`src/rtl/freq_meter_pkg.sv`:
```
// Shared timebase constants and types for the frequency meter and
// the tick generator that derives its gate from the same crystal.
package freq_meter_pkg;

    localparam int CRYSTAL_MHZ = 50;

    typedef enum logic {
        IDLE = 1'b0,
        RUN  = 1'b1
    } fm_state_t;

    // Clock cycles in a gate of num_sec seconds at crystal_mhz MHz.
    function automatic int gate_cycles(input int crystal_mhz,
                                       input int num_sec);
        return crystal_mhz * 1_000_000 * num_sec;
    endfunction

endpackage

```
`src/rtl/freq_meter_sync_edge.sv`:
```
// Brings the asynchronous measured signal into the CLK1 domain and
// emits one single-cycle pulse per rising edge.
module sync_edge (
    input  logic CLK1,
    input  logic arst_n,
    input  logic sig_in,
    output logic pulse
);

    logic s1;
    logic s2;
    logic s3;

    always_ff @(posedge CLK1 or negedge arst_n) begin
        if (!arst_n) begin
            s1 <= 1'b0;
            s2 <= 1'b0;
            s3 <= 1'b0;
        end else begin
            s1 <= sig_in;
            s2 <= s1;
            s3 <= s2;
        end
    end

    assign pulse = s2 & ~s3;

endmodule

```
`src/rtl/freq_meter.sv`:
```
// Counts rising edges of sig_in over a fixed gate window and latches
// one saturating result per completed window.
module freq_meter
    import freq_meter_pkg::*;
#(
    parameter int CRYSTAL     = CRYSTAL_MHZ,
    parameter int NUM_SEC     = 1,
    parameter int GATE_CYCLES = gate_cycles(CRYSTAL, NUM_SEC),
    parameter int C           = 26,
    parameter int W           = 28
) (
    input  logic         CLK1,
    input  logic         arst_n,
    input  logic         sig_in,
    input  logic         en,
    output logic [W-1:0] count,
    output logic         valid,
    output logic         ovf,
    output logic         busy
);

    localparam logic [C-1:0] LAST = C'(GATE_CYCLES - 1);
    localparam logic [W-1:0] MAX  = '1;

    fm_state_t    state;
    fm_state_t    state_nx;
    logic [C-1:0] gate_cnt;
    logic [W-1:0] edge_cnt;
    logic [W-1:0] edge_nx;
    logic         sat;
    logic         lost;
    logic         close;
    logic         pulse;

    sync_edge u_sync (
        .CLK1   (CLK1),
        .arst_n (arst_n),
        .sig_in (sig_in),
        .pulse  (pulse)
    );

    // An edge arriving while the counter sits at MAX is lost.
    always_comb begin
        edge_nx = edge_cnt;
        lost    = 1'b0;
        if (pulse) begin
            if (edge_cnt == MAX) begin
                lost = 1'b1;
            end else begin
                edge_nx = edge_cnt + 1'b1;
            end
        end
    end

    always_ff @(posedge CLK1 or negedge arst_n) begin
        if (!arst_n) begin
            state <= IDLE;
        end else begin
            state <= state_nx;
        end
    end

    // en is checked before the terminal count so a drop wins.
    always_comb begin
        state_nx = state;
        close    = 1'b0;
        unique case (state)
            IDLE: begin
                if (en) begin
                    state_nx = RUN;
                end
            end
            RUN: begin
                if (!en) begin
                    state_nx = IDLE;
                end else if (gate_cnt == LAST) begin
                    close = 1'b1;
                end
            end
        endcase
    end

    always_ff @(posedge CLK1 or negedge arst_n) begin
        if (!arst_n) begin
            gate_cnt <= '0;
            edge_cnt <= '0;
            sat      <= 1'b0;
        end else if (state != RUN || !en || close) begin
            gate_cnt <= '0;
            edge_cnt <= '0;
            sat      <= 1'b0;
        end else begin
            gate_cnt <= gate_cnt + 1'b1;
            edge_cnt <= edge_nx;
            sat      <= sat | lost;
        end
    end

    always_ff @(posedge CLK1 or negedge arst_n) begin
        if (!arst_n) begin
            count <= '0;
            ovf   <= 1'b0;
            valid <= 1'b0;
        end else begin
            valid <= close;
            if (close) begin
                count <= edge_nx;
                ovf   <= sat | lost;
            end
        end
    end

    assign busy = (state == RUN);

endmodule

```
`config.mk`:
```
export PLATFORM = sky130hd
export DESIGN_NAME = freq_meter
export DESIGN_NICKNAME = d
export VERILOG_FILES = /design/src/rtl/freq_meter_pkg.sv /design/src/rtl/freq_meter_sync_edge.sv /design/src/rtl/freq_meter.sv
export SDC_FILE = /design/constraint.sdc
export NUM_CORES = 1
export LEC_CHECK = 0
export ABC_AREA = 1
export ABC_CLOCK_PERIOD_IN_PS = 4000
export CAP_MARGIN = 20
export CORE_MARGIN = 4
export CORE_UTILIZATION = 49
export DETAILED_ROUTE_END_ITERATION = 10
export PLACE_DENSITY_LB_ADDON = 0.08
export SYNTH_ARGS = -nofsm -noshare
export SYNTH_HDL_FRONTEND = slang
export SYNTH_SLANG_ARGS = --single-unit
export TNS_END_PERCENT = 1
```
`constraint.sdc`:
```
create_clock -name CLK1 -period 4 [get_ports CLK1]
set_input_delay 0.6 -clock CLK1 [delete_from_list [all_inputs] [get_ports CLK1]]
set_output_delay 0.6 -clock CLK1 [all_outputs]
set_load 0.02 [all_outputs]
```
# == After elaboration in Yosys (flattened, before gate mapping) ==
# Cells that the tools add are included.
# word_totals
reg_bits,89
in_bits,4
out_inout_bits,31
wordCells,32
# op_classes
addsub,2
eq_ne,2
mux,11
bitwise,4
reduce_logical,3
# op_table
operator,n
28-bit two-way mux,3
28-bit by 1-bit adder with 28-bit output (second input constant),1
28-bit == test (second input constant),1
26-bit by 1-bit adder with 26-bit output (second input constant),1
26-bit == test (second input constant),1
26-bit two-way mux,1
1-bit two-way mux,7
1-bit logical OR,2
1-bit inverter,2
1-bit bitwise AND,1
1-bit logical NOT,1
1-bit bitwise OR,1

# == Logic depth before layout (Yosys ltp) ==
# Gate-level depths: netlist of run 1.
# logic_depth
ltp_word,6
ltp_mapped,12
ltp_nobuf,11

# == Hierarchy ==
# A second synthesis of run 1 with hierarchy kept.
# hier_totals
hier_cells,669
area_unflattened_um2,4870.9
# modules_own_cells
mod,n_inst,cells_per_inst,area_per_inst_um2,seq_area_each_um2
freq_meter,1,664,4785.8,2152.1
sync_edge,1,5,85.1,75.1

# == Least setup slack after synthesis of run 1 ==
# No wires, ideal clock.
# synth_timing
kind,reg2reg
startpoint,register gate_cnt[0]
endpoint,register edge_cnt[1]
setup_ns,0.124
arrival_ns,1.480
required_time_ns,3.876
slack_ns,2.395
path_stages_with_launch,11
n_path_buf,2
period_less_slack_ns,1.605
cell_sequence,dfrtp_1 > ha_1 > nand2_1 > nor2_4 > nand2_1 > nor2_2 > inv_2 > o21bai_1 > buf_4 > buf_6 > nor2_1
# synth_between
elab_chain_cells,6
# synth_lines
item,line_no,rtl
start: declaration,freq_meter.sv:27,logic [C-1:0] gate_cnt;
start signal: assignment,freq_meter.sv:93,gate_cnt <= gate_cnt + 1'b1;
26-bit == test,freq_meter.sv:76,end else if (gate_cnt == LAST) begin
1-bit two-way mux,freq_meter.sv:76,
1-bit two-way mux,freq_meter.sv:74,if (!en) begin
1-bit two-way mux,freq_meter.sv:67,unique case (state)
1-bit logical OR,freq_meter.sv:88,end else if (state != RUN || !en || close) begin
28-bit two-way mux,freq_meter.sv:88,
end signal: assignment,freq_meter.sv:94,edge_cnt <= edge_nx;
end: declaration,freq_meter.sv:28,logic [W-1:0] edge_cnt;
# No other way between the ends.
# A chain may end at the register's enable or synchronous reset.

# == Worst setup path in the final report of run 1 ==
# layout_timing
startpoint,register gate_cnt[0]
endpoint,register edge_cnt[7]
# The elaborated chain is that of the path after synthesis.

==> results.md, run 1 <==
- Status: finished clean
- Internal power: around 0.0012 W
- Total die area: 0.0113 mm2
- Synth Area in Compound Gates: 2.52%
- Share of cells above drive strength 1: 7.07%
- Vias per inst: 4.98
- Post-route insts no fill: 780
- Seq/Total Area, Yosys: between 40% and 50%
- Area Growth Syn to Fin: 12.9%
- CP Max Fanout: 36
- Synth Area in XOR/XNOR: 4.45%
- Setup crit end kind: flop
- RSZ-0062 raised after global routing: no
- Most common library cell in the layout ignoring fill and taps: nand2_1
- Synth Warn #: 0
- First-pass DRT Iterations: 4
- Top cells by area, synth: dfrtp_1 47%, nand2_1 17%, nor2_1 6.4%, inv_1 4.6%, nand3_1 3.7%
- Largest net degree at the start of global routing: 90
- Most frequent cells in the layout: 210 x nand2_1, 89 x dfrtp_1, 80 x nor2_1
- Simple-Gate Fraction of Synth Area: a little under two fifths
- DRC errors left: 0
- Slew Limit Fails: 0
- Final setup fails: 0
- Buffers on Ports: 34
- CTS root buf: clkbuf_8
- Register-to-register setup slack: 1710 ps
- Multi-input logic area: 0.00213 mm2
- PwrDens: 300 mW/mm2
- Leak: approximately 2.4 nW
- CP max-delay cell: buf_4
- Sum Neg Setup Slack: 0 ps
- Reg2Reg Depth: 9
- Largest family of logic cells by synthesized area: simple AND/OR/NAND/NOR gates
- Clock Path Buffers: 2
- Mapped Avg Cell Area: 7.70 um2
- Net Sw Frac: approximately a quarter
- Clock power share: 40.5%
- Nets@finish: 652
- Required time of the critical path: 4220 ps
- WP data arrival: 2510 ps
- Finished Cell Area: 0.00533 mm2
- FF+latch count, synth: 89
- Cell count after synthesis: around 610
- Total number of vias: between 3,000 and 4,000
- Final hold violations: 0
- Slowest stage delay, CP: about 460 ps
- Initial antenna violation count: 0
- Flop pwr share: 56.6%
- Resize count post-CTS: 0
- RD Place Congestion: 0.928
- Vias in the first global route: 3,714
- Inst Count DP: 763
- Max frequency: around 440 MHz
- Top cell type's share of synthesized area: a little under half
- Leading area contributor after synthesis: dfrtp_1
- Crit path top cell by count: nand2_1
- Hold Path Class: primary input to async pin
- Hold-fix buffers at CTS: 0
- Detailed placer's ending HPWL: about 7400 um
- H-tree lvl count: 3
- CTS clk-pin slew, worst paths: 90 ps
- Worst VDD drop: 0.173 mV
- Total track usage: 19.8%
- I/O pin count: 35
- Synth cell types: 32
- Overflow left after global routing: 0
- Chip Height: between 100 and 150 um
- Proportion of synthesized area in mux cells: 0%
- Critical path class: flop to flop
- Max-slew headroom: 49.2%
- Register area: 0.00223 mm2
- Placed cell areas: around 0.0051 mm2
- Syn_nets: slightly above 600
- Crit path cell chain: ha_1, nand2_1, nor2_4, nand2_1, nor2_2, inv_2, o21bai_2, buf_4, a21oi_1
- Clock latency on the worst-skew pair: around 350 ps
- CORE AREA: 0.00933 mm2
- Startpoint types: flop
- Clk_skew: between 10 and 15 ps
- DRT antenna net count: 0
- Period utilization: between 50% and 60%
- Routed wire length: 10,600 um
- Final min period: between 2000 and 2500 ps
- First-pass GRT wire length: 18,100 um
- Initial drt markers: 188
- Postcts setup bufs: 0
- Initial core utilization: 50.6%
- Synth Area in Adders: less than 1%
- Row count: 35
- CTS buffer count: 9
- Avg WL per Cell: 13.5 um
- Diodes inserted: 0
- Combinational share of power: 2.9%
- CTS tree: yes
- Largest regs: count x28, edge_cnt x28, gate_cnt x26
- P_sw: 0.000375 W
- Clock Sinks: 89
- Max cap viols: 0
- Fillers: 901
- Hold slack: 219 ps
- Mapped Area: 0.00472 mm2
- Slew @ Worst Pin: 759 ps
- Die W: 106 um
==> power groups by stage <==
stage                     Combinational [W]  Clock (W)  Sequential (W)
after floorplan                   0.0000196          0        0.000923
after global placement            0.0000445          0        0.000922
after detailed placement          0.0000449          0        0.000923
after CTS                         0.0000452   0.000661        0.000905
after global routing              0.0000536   0.000698        0.000905
final                             0.0000464   0.000647        0.000905
==> through the flow <==
stage	util (%)	setup WS, ps	power (W)
6_report	57.1	1710	0.00160
5_1_grt	57.1	1460	0.00166
4_1_cts	56.8	1640	0.00161
3_5_place_dp	54.6	1300	0.000967
3_3_place_gp	54.6	1410	0.000967
2_1_floorplan	-	2400	0.000943
==> worst max-delay path, delay by kind of cell (launching register included) <==
family / cells / cell delay [ps]
buffers and inverters: 2 / 560
DFF: 1 / 410
and+or+nand+nor: 4 / 500
adders and majority gates: 1 / 180
AOI/OAI and AO/OA: 2 / 490
==> area by class of cell <==
class                           count  share of cell area (%)
Multi-Input combinational cell    447                    39.9
Clock buffer                       11                    2.65
Timing Repair Buffer               36                    7.00
Sequential cell                    89                    41.8
Clock inverter                      5                    1.17
Tap cell                          129                    3.03
Inverter                           63                    4.44
==> routing by layer <==
metal / vias up / track usage [%] / wire (um)
met5: - / 0 / 0
met2: 74 / 32.0 / 4980
met1: 1814 / 27.5 / 5070
li1: 1982 / - / -
met3: 15 / 2.43 / 291
met4: 0 / 6.75 / 217
==> logic make-up after synthesis <==
group | Yosys count
buf+inv | 77
xor+xnor | 24
compound gates | 22
simple gates | 399
fa+ha+maj | 2
flops | 89
==> path summary, 6_finish.rpt <==
path                                              end             startpoint
worst max-delay path            edge_cnt[7]$_DFF_PN0_  gate_cnt[0]$_DFF_PN0_
worst min-delay path             count[9]$_DFFE_PN0P_                 arst_n
worst max register to register  edge_cnt[7]$_DFF_PN0_  gate_cnt[0]$_DFF_PN0_
worst min register to register    u_sync.s2$_DFF_PN0_    u_sync.s1$_DFF_PN0_
max in group asynchronous       gate_cnt[2]$_DFF_PN0_                 arst_n
min in group CLK1                 u_sync.s2$_DFF_PN0_    u_sync.s1$_DFF_PN0_
==> synthesized netlist by cell type, drive strengths merged <==
cell type,count
a21o,1
nor3b,1
nor2,92
o21ai,9
nand4,21
dfrtp,89
nand3b,2
and2,6
ha,2
nand2,216
and3b,1
a21oi,11
nor3,22
nand3,35
inv,63
o21bai,1
xnor2,7
xor2,17
buf,14
nor4,3
Power figures use the tool's default switching activity.
==> inputs of run 2 (changes only) <==
- ABC_CLOCK_PERIOD_IN_PS: 4000 -> 2000
- clock period: 4 -> 2 ns (I/O delays scaled with it)
==> results.md, run 2 (same netlist as run 1, synthesis figures left out) <==
- Crit path top cell by count: nand2_1 (unchanged)
- Max-slew headroom: 69.9% (was 49.2%)
- Die W: 106 um (unchanged)
- Startpoint types: flop (unchanged)
- CP max-delay cell: dfrtp_1 (was buf_4)
- Final setup fails: 0 (unchanged)
- Hold Path Class: flop to flop (was primary input to async pin)
- H-tree lvl count: 3 (unchanged)
- CTS clk-pin slew, worst paths: 100 ps (was 90 ps)
- Required time of the critical path: 2240 ps (was 4220 ps)
- I/O pin count: 35 (unchanged)
- Clock latency on the worst-skew pair: 360 ps (was 350 ps)
- First-pass GRT wire length: 19,000 um (was 18,100 um)
- Initial drt markers: 139 (was 188)
- WP data arrival: 2080 ps (was 2510 ps)
- Delay-heaviest family, CP: simple AND/OR/NAND/NOR gates (was buffers and inverters)
- DRT antenna net count: 0 (unchanged)
- Vias in the first global route: 3,965 (was 3,714)
- Leak: 2.49 nW (was 2.42 nW)
- Clock Path Buffers: 2 (unchanged)
- Status: finished clean (unchanged)
- CORE AREA: 0.00933 mm2 (unchanged)
- Avg WL per Cell: 13.4 um (was 13.5 um)
- Detailed placer's ending HPWL: 7880 um (was 7420 um)
- First-pass DRT Iterations: 5 (was 4)
- Initial core utilization: 50.6% (unchanged)
- DRC errors left: 0 (unchanged)
- Worst VDD drop: 0.411 mV (was 0.173 mV)
- Slew @ Worst Pin: 448 ps (was 759 ps)
- RD Place Congestion: 0.928 (about the same)
- Row count: 35 (unchanged)
- PwrDens: 608 mW/mm2 (was 300 mW/mm2)
- Max cap viols: 0 (unchanged)
- CTS buffer count: 9 (unchanged)
- CTS root buf: clkbuf_8 (unchanged)
- Nets@finish: 666 (was 652)
- Area Growth Syn to Fin: 16.1% (was 12.9%)
- Clk_skew: 10.0 ps (was 11.2 ps)
- Total number of vias: 3,929 (was 3,885)
- Buffers on Ports: 34 (unchanged)
- CP Max Fanout: 19 (was 36)
- Final min period: 1840 ps (was 2290 ps)
- Slew Limit Fails: 0 (unchanged)
- Largest net degree at the start of global routing: 49 (was 90)
- Largest regs: count x28, edge_cnt x28, gate_cnt x26 (unchanged)
- CTS tree: yes (unchanged)
- Share of cells above drive strength 1: 9.47% (was 7.07%)
- Crit path cell chain: ha_1, nand2_1, nor2_4, nand2_2, nor2_4, nand2_8, buf_4, nand3_1, nand2_1, nand2_1, o21ai_1 (was ha_1, nand2_1, nor2_4, nand2_1, nor2_2, inv_2, o21bai_2, buf_4, a21oi_1)
- Total die area: 0.0113 mm2 (unchanged)
- Vias per inst: 4.95 (was 4.98)
- Postcts setup bufs: 0 (unchanged)
- Critical path class: flop to flop (unchanged)
- Period utilization: 92.0% (was 57.3%)
- Most frequent cells in the layout: 209 x nand2_1, 89 x dfrtp_1, 79 x nor2_1 (was 210 x nand2_1, 89 x dfrtp_1, 80 x nor2_1)
- Chip Height: 106 um (unchanged)
- Total track usage: 20.8% (was 19.8%)
- Finished Core Util: 58.7% (was 57.1%)
- Setup crit end kind: flop (unchanged)
- Max frequency: 544 MHz (was 436 MHz)
- Clock Sinks: 89 (unchanged)
- RSZ-0062 raised after global routing: no (unchanged)
- Routed wire length: 10,700 um (was 10,600 um)
- Sum Neg Setup Slack: 0 ps (unchanged)
- Diodes inserted: 0 (unchanged)
- Slowest stage delay, CP: 380 ps (was 460 ps)
- Worst path bufs/invs: 1 (was 2)
- Initial antenna violation count: 0 (unchanged)
- Overflow left after global routing: 0 (unchanged)
- Most common library cell in the layout ignoring fill and taps: nand2_1 (unchanged)
- Final hold violations: 0 (unchanged)
==> run 2: worst reg2reg max path: stages, from the launching register on <==
cell     delay, ps
dfrtp_1        380
ha_1           190
nand2_1        110
nor2_4         120
nand2_2        110
nor2_4         190
nand2_8        130
buf_4          200
nand3_1         70
nand2_1         50
nand2_1        100
o21ai_1         70
==> run 2: metrics by stage <==
stage               total power (W)  setup slack [ps]  hold slack, ps  instance area [um2]  std cells
CTS                         0.00338              12.6             357                 5450        794
floorplan                   0.00189               395            4.41                 4720        613
detailed placement          0.00195              14.5             229                 5220        777
finish                      0.00333               160             359                 5480        794
global route                0.00348              3.49             361                 5480        794
global placement            0.00195              60.9             225                 5220        777
==> run 2: layout make-up <==
type | count | area [um2]
fillers | 861 | 3850
flip-flops and latches | 89 | 2230
multi-input cells | 447 | 2150
repair buffers | 50 | 480
inverters | 63 | 239
well taps | 129 | 161
clock buffers | 9 | 124
clock inverters | 7 | 100
==> run 2: routing by layer <==
layer,global-route usage (%),wire length (um),vias up,part of all wire (%)
li1,-,-,2020,-
met1,28.4,4940,1795,46
met2,34.1,5040,90,47
met3,3.52,427,24,4.0
met4,6.48,261,0,2.4
met5,0,0,-,0
==> run 2: path summary, 6_finish.rpt <==
path,startpoint,end,slack (ps),depth (start not counted)
max in group asynchronous,arst_n,count[27]$_DFFE_PN0P_,1040,3
worst max-delay path,edge_cnt[1]$_DFF_PN0_,count[12]$_DFFE_PN0P_,160,11
worst min register to register,u_sync.s1$_DFF_PN0_,u_sync.s2$_DFF_PN0_,360,0
min in group asynchronous,arst_n,count[9]$_DFFE_PN0P_,380,2
worst min-delay path,u_sync.s1$_DFF_PN0_,u_sync.s2$_DFF_PN0_,360,0
worst max register to register,edge_cnt[1]$_DFF_PN0_,count[12]$_DFFE_PN0P_,160,11
==> run 2: power by group <==
group	internal, W	switching, W
registers	0.00181	0.00000394
logic	0.0000302	0.0000752
clock network	0.000718	0.000698
==> run 2: timing repair <==
item / CTS / global route
gates resized for setup: 0 / 8
hold endpoints to repair: 22 / 0
endpoints found under the setup margin: 0 / 54
hold buffers: 1 / 0
==> inputs of run 3 (changes only) <==
- ABC_CLOCK_PERIOD_IN_PS: 2000 -> 1500
- clock period: 2 -> 1.5 ns (I/O delays scaled with it)
==> results.md, run 3 (same netlist as run 1, synthesis figures left out) <==
- DRT antenna net count: 0 (unchanged)
- Most common library cell in the layout ignoring fill and taps: nand2_1 (unchanged)
- Slew Limit Fails: 0 (unchanged)
- Initial core utilization: 50.6% (unchanged)
- Max cap viols: 0 (unchanged)
- Diodes inserted: 0 (unchanged)
- Total number of vias: 4,528 (was 3,929)
- CTS clk-pin slew, worst paths: 90 ps (was 100 ps)
- R2R Path Start: edge_cnt[1]$_DFF_PN0_ (unchanged)
- CORE AREA: 0.00933 mm2 (unchanged)
- Startpoint types: flop (unchanged)
- Flop pwr share: 56.0% (was 54.3%)
- Vias per inst: 5.03 (was 4.95)
- Leak: 3.31 nW (was 2.49 nW)
- Clock Sinks: 89 (unchanged)
- CTS buffer count: 9 (unchanged)
- Final hold violations: 0 (unchanged)
- Required time of the critical path: 1740 ps (was 2240 ps)
- Share of cells above drive strength 1: 28.5% (was 9.47%)
- Detailed placer's ending HPWL: 9410 um (was 7880 um)
- DRC errors left: 0 (unchanged)
- P_sw: 0.00103 W (was 0.000777 W)
- Most frequent cells in the layout: 191 x nand2_1, 113 x buf_4, 89 x dfrtp_1 (was 209 x nand2_1, 89 x dfrtp_1, 79 x nor2_1)
- CTS tree: yes (unchanged)
- Worst VDD drop: 0.517 mV (was 0.411 mV)
- Total power: 0.00431 W (was 0.00333 W)
- Largest net degree at the start of global routing: 90 (was 49)
- Area Growth Syn to Fin: 38.4% (was 16.1%)
- Largest regs: count x28, edge_cnt x28, gate_cnt x26 (unchanged)
- Setup crit end kind: flop (unchanged)
- RSZ-0062 raised after global routing: yes (was no)
- Initial drt markers: 244 (was 139)
- CTS root buf: clkbuf_8 (unchanged)
- Reg2Reg Depth: 11 (unchanged)
- Period utilization: 117% (was 92.0%)
- Clock power share: 40.2% (was 42.5%)
- Nets@finish: 773 (was 666)
- Hold depth: 1 (was 0)
- Worst hold start: sig_in (was u_sync.s1$_DFF_PN0_)
- Row count: 35 (unchanged)
- Clk_skew: 14.9 ps (was 10.0 ps)
- Register-to-register setup slack: -260 ps (was 160 ps)
- Hold Path Class: primary input to flop (was flop to flop)
- Net Sw Frac: 23.8% (was 23.3%)
- Final min period: 1760 ps (was 1840 ps)
- Die W: 106 um (unchanged)
- Hold Path Sink: u_sync.s1$_DFF_PN0_ (was u_sync.s2$_DFF_PN0_)
- I/O pin count: 35 (unchanged)
- Critical path class: flop to flop (unchanged)
- Status: complete, but fails checks (was finished clean)
- H-tree lvl count: 3 (unchanged)
- First-pass DRT Iterations: 7 (was 5)
- Hold slack: 301 ps (was 359 ps)
- Overflow left after global routing: 0 (unchanged)
- Failing checks: setup timing
- Max frequency: 570 MHz (was 544 MHz)
- Final setup margin: -255 ps (was 160 ps)
- Vias in the first global route: 4,509 (was 3,965)
- Total track usage: 23.8% (was 20.8%)
- Clock latency on the worst-skew pair: 360 ps (about the same)
- Avg WL per Cell: 14.5 um (was 13.4 um)
- RR Endpoint: count[22]$_DFFE_PN0P_ (was count[12]$_DFFE_PN0P_)
- Combinational share of power: 3.8% (was 3.2%)
- PwrDens: 660 mW/mm2 (was 608 mW/mm2)
- Total die area: 0.0113 mm2 (unchanged)
- Internal power: 0.00328 W (was 0.00255 W)
- Chip Height: 106 um (unchanged)
- Routed wire length: 13,000 um (was 10,700 um)
- Max-slew headroom: 68.3% (was 69.9%)
- Initial antenna violation count: 0 (unchanged)
- Final setup fails: 82 (was 0)
- Buffers on Ports: 34 (unchanged)
- WP data arrival: 2000 ps (was 2080 ps)
- CP Max Fanout: 8 (was 19)
- Slew @ Worst Pin: 476 ps (was 448 ps)
- Finished Core Util: 70.0% (was 58.7%)
- Clock Path Buffers: 2 (unchanged)
- First-pass GRT wire length: 21,500 um (was 19,000 um)
- RD Place Congestion: 0.956 (was 0.928)
run 3: cell types whose count changed in the layout (fill, tap and decap cells not counted), moves of 8 or more:
| cell | before | now |
|---|---|---|
| buf_4 | 13 | 113 |
| clkdlybuf4s50_1 | 33 | 2 |
| dlygate4sd2_1 | 0 | 31 |
| nand2_1 | 209 | 191 |
| nand2_2 | 6 | 18 |
| nor2_1 | 79 | 69 |
| nand2_4 | 0 | 8 |
run 3: layout make-up:
class	instances	area, um2
Multi-Input combinational cell	448	2410
Inverter	63	241
Tap cell	129	161
Clock inverter	6	65.1
Fill cell	799	2800
Clock buffer	10	138
Sequential cell	89	2230
Timing Repair Buffer	156	1290
run 3: what timing repair did:
action | 4_1_cts | 5_1_grt
setup endpoints to repair | 115 | 84
cloned | 1 | 0
setup buffers | 0 | 0
endpoints found under the hold margin | 89 | 0
pin swaps | 9 | 16
resized for setup | 59 | 49
hold buffers | 1 | 0
run 3: worst max-delay path by stage:
| stage | from | end | slack (ps) | depth (start not counted) |
|---|---|---|---|---|
| 2_1_floorplan | gate_cnt[0]$_DFF_PN0_ | edge_cnt[1]$_DFF_PN0_ | -100 | 10 |
| 3_3_place_gp | gate_cnt[0]$_DFF_PN0_ | edge_cnt[9]$_DFF_PN0_ | -260 | 9 |
| 3_5_place_dp | gate_cnt[0]$_DFF_PN0_ | edge_cnt[9]$_DFF_PN0_ | -310 | 9 |
| 4_1_cts | edge_cnt[0]$_DFF_PN0_ | edge_cnt[16]$_DFF_PN0_ | -250 | 11 |
| 5_1_grt | edge_cnt[1]$_DFF_PN0_ | count[24]$_DFFE_PN0P_ | -360 | 10 |
| 6_report | edge_cnt[1]$_DFF_PN0_ | count[22]$_DFFE_PN0P_ | -260 | 11 |
run 3: power by group through the flow:
| stage | sequential [W] | clock (W) | combinational, W |
|---|---|---|---|
| final | 0.00241 | 0.00173 | 0.000164 |
| after CTS | 0.00241 | 0.00178 | 0.000162 |
| after global routing | 0.00241 | 0.00187 | 0.000182 |
| after detailed placement | 0.00246 | 0 | 0.000156 |
| after floorplan | 0.00246 | 0 | 0.0000522 |
| after global placement | 0.00246 | 0 | 0.000155 |
run 3: through the flow:
step / setup TNS, ps / instances / setup slack (ps) / area, um2
3_3_place_gp: -18350 / 883 / -264 / 6050
4_1_cts: -10440 / 901 / -247 / 6340
6_report: -11790 / 901 / -255 / 6530
2_1_floorplan: -6560 / 613 / -105 / 4720
3_5_place_dp: -20570 / 883 / -307 / 6050
5_1_grt: -19810 / 901 / -357 / 6530
run 3: metal layers:
| metal | track usage, % | routed length [um] | vias to the layer above |
|---|---|---|---|
| li1 | - | - | 2229 |
| met1 | 31.0 | 5610 | 2149 |
| met2 | 41.0 | 6530 | 123 |
| met3 | 3.58 | 598 | 27 |
| met4 | 7.49 | 304 | 0 |
| met5 | 0 | 0 | - |
run 3: critical path: stages, from the launching register on:
cell	delay [ps]
dfrtp_1	400
ha_4	170
nand2_4	60
nor2_4	150
nand2_4	80
nor2_4	200
nand2_4	130
buf_6	160
nand3_1	70
nand2_1	80
nand3_2	80
nand2_1	60
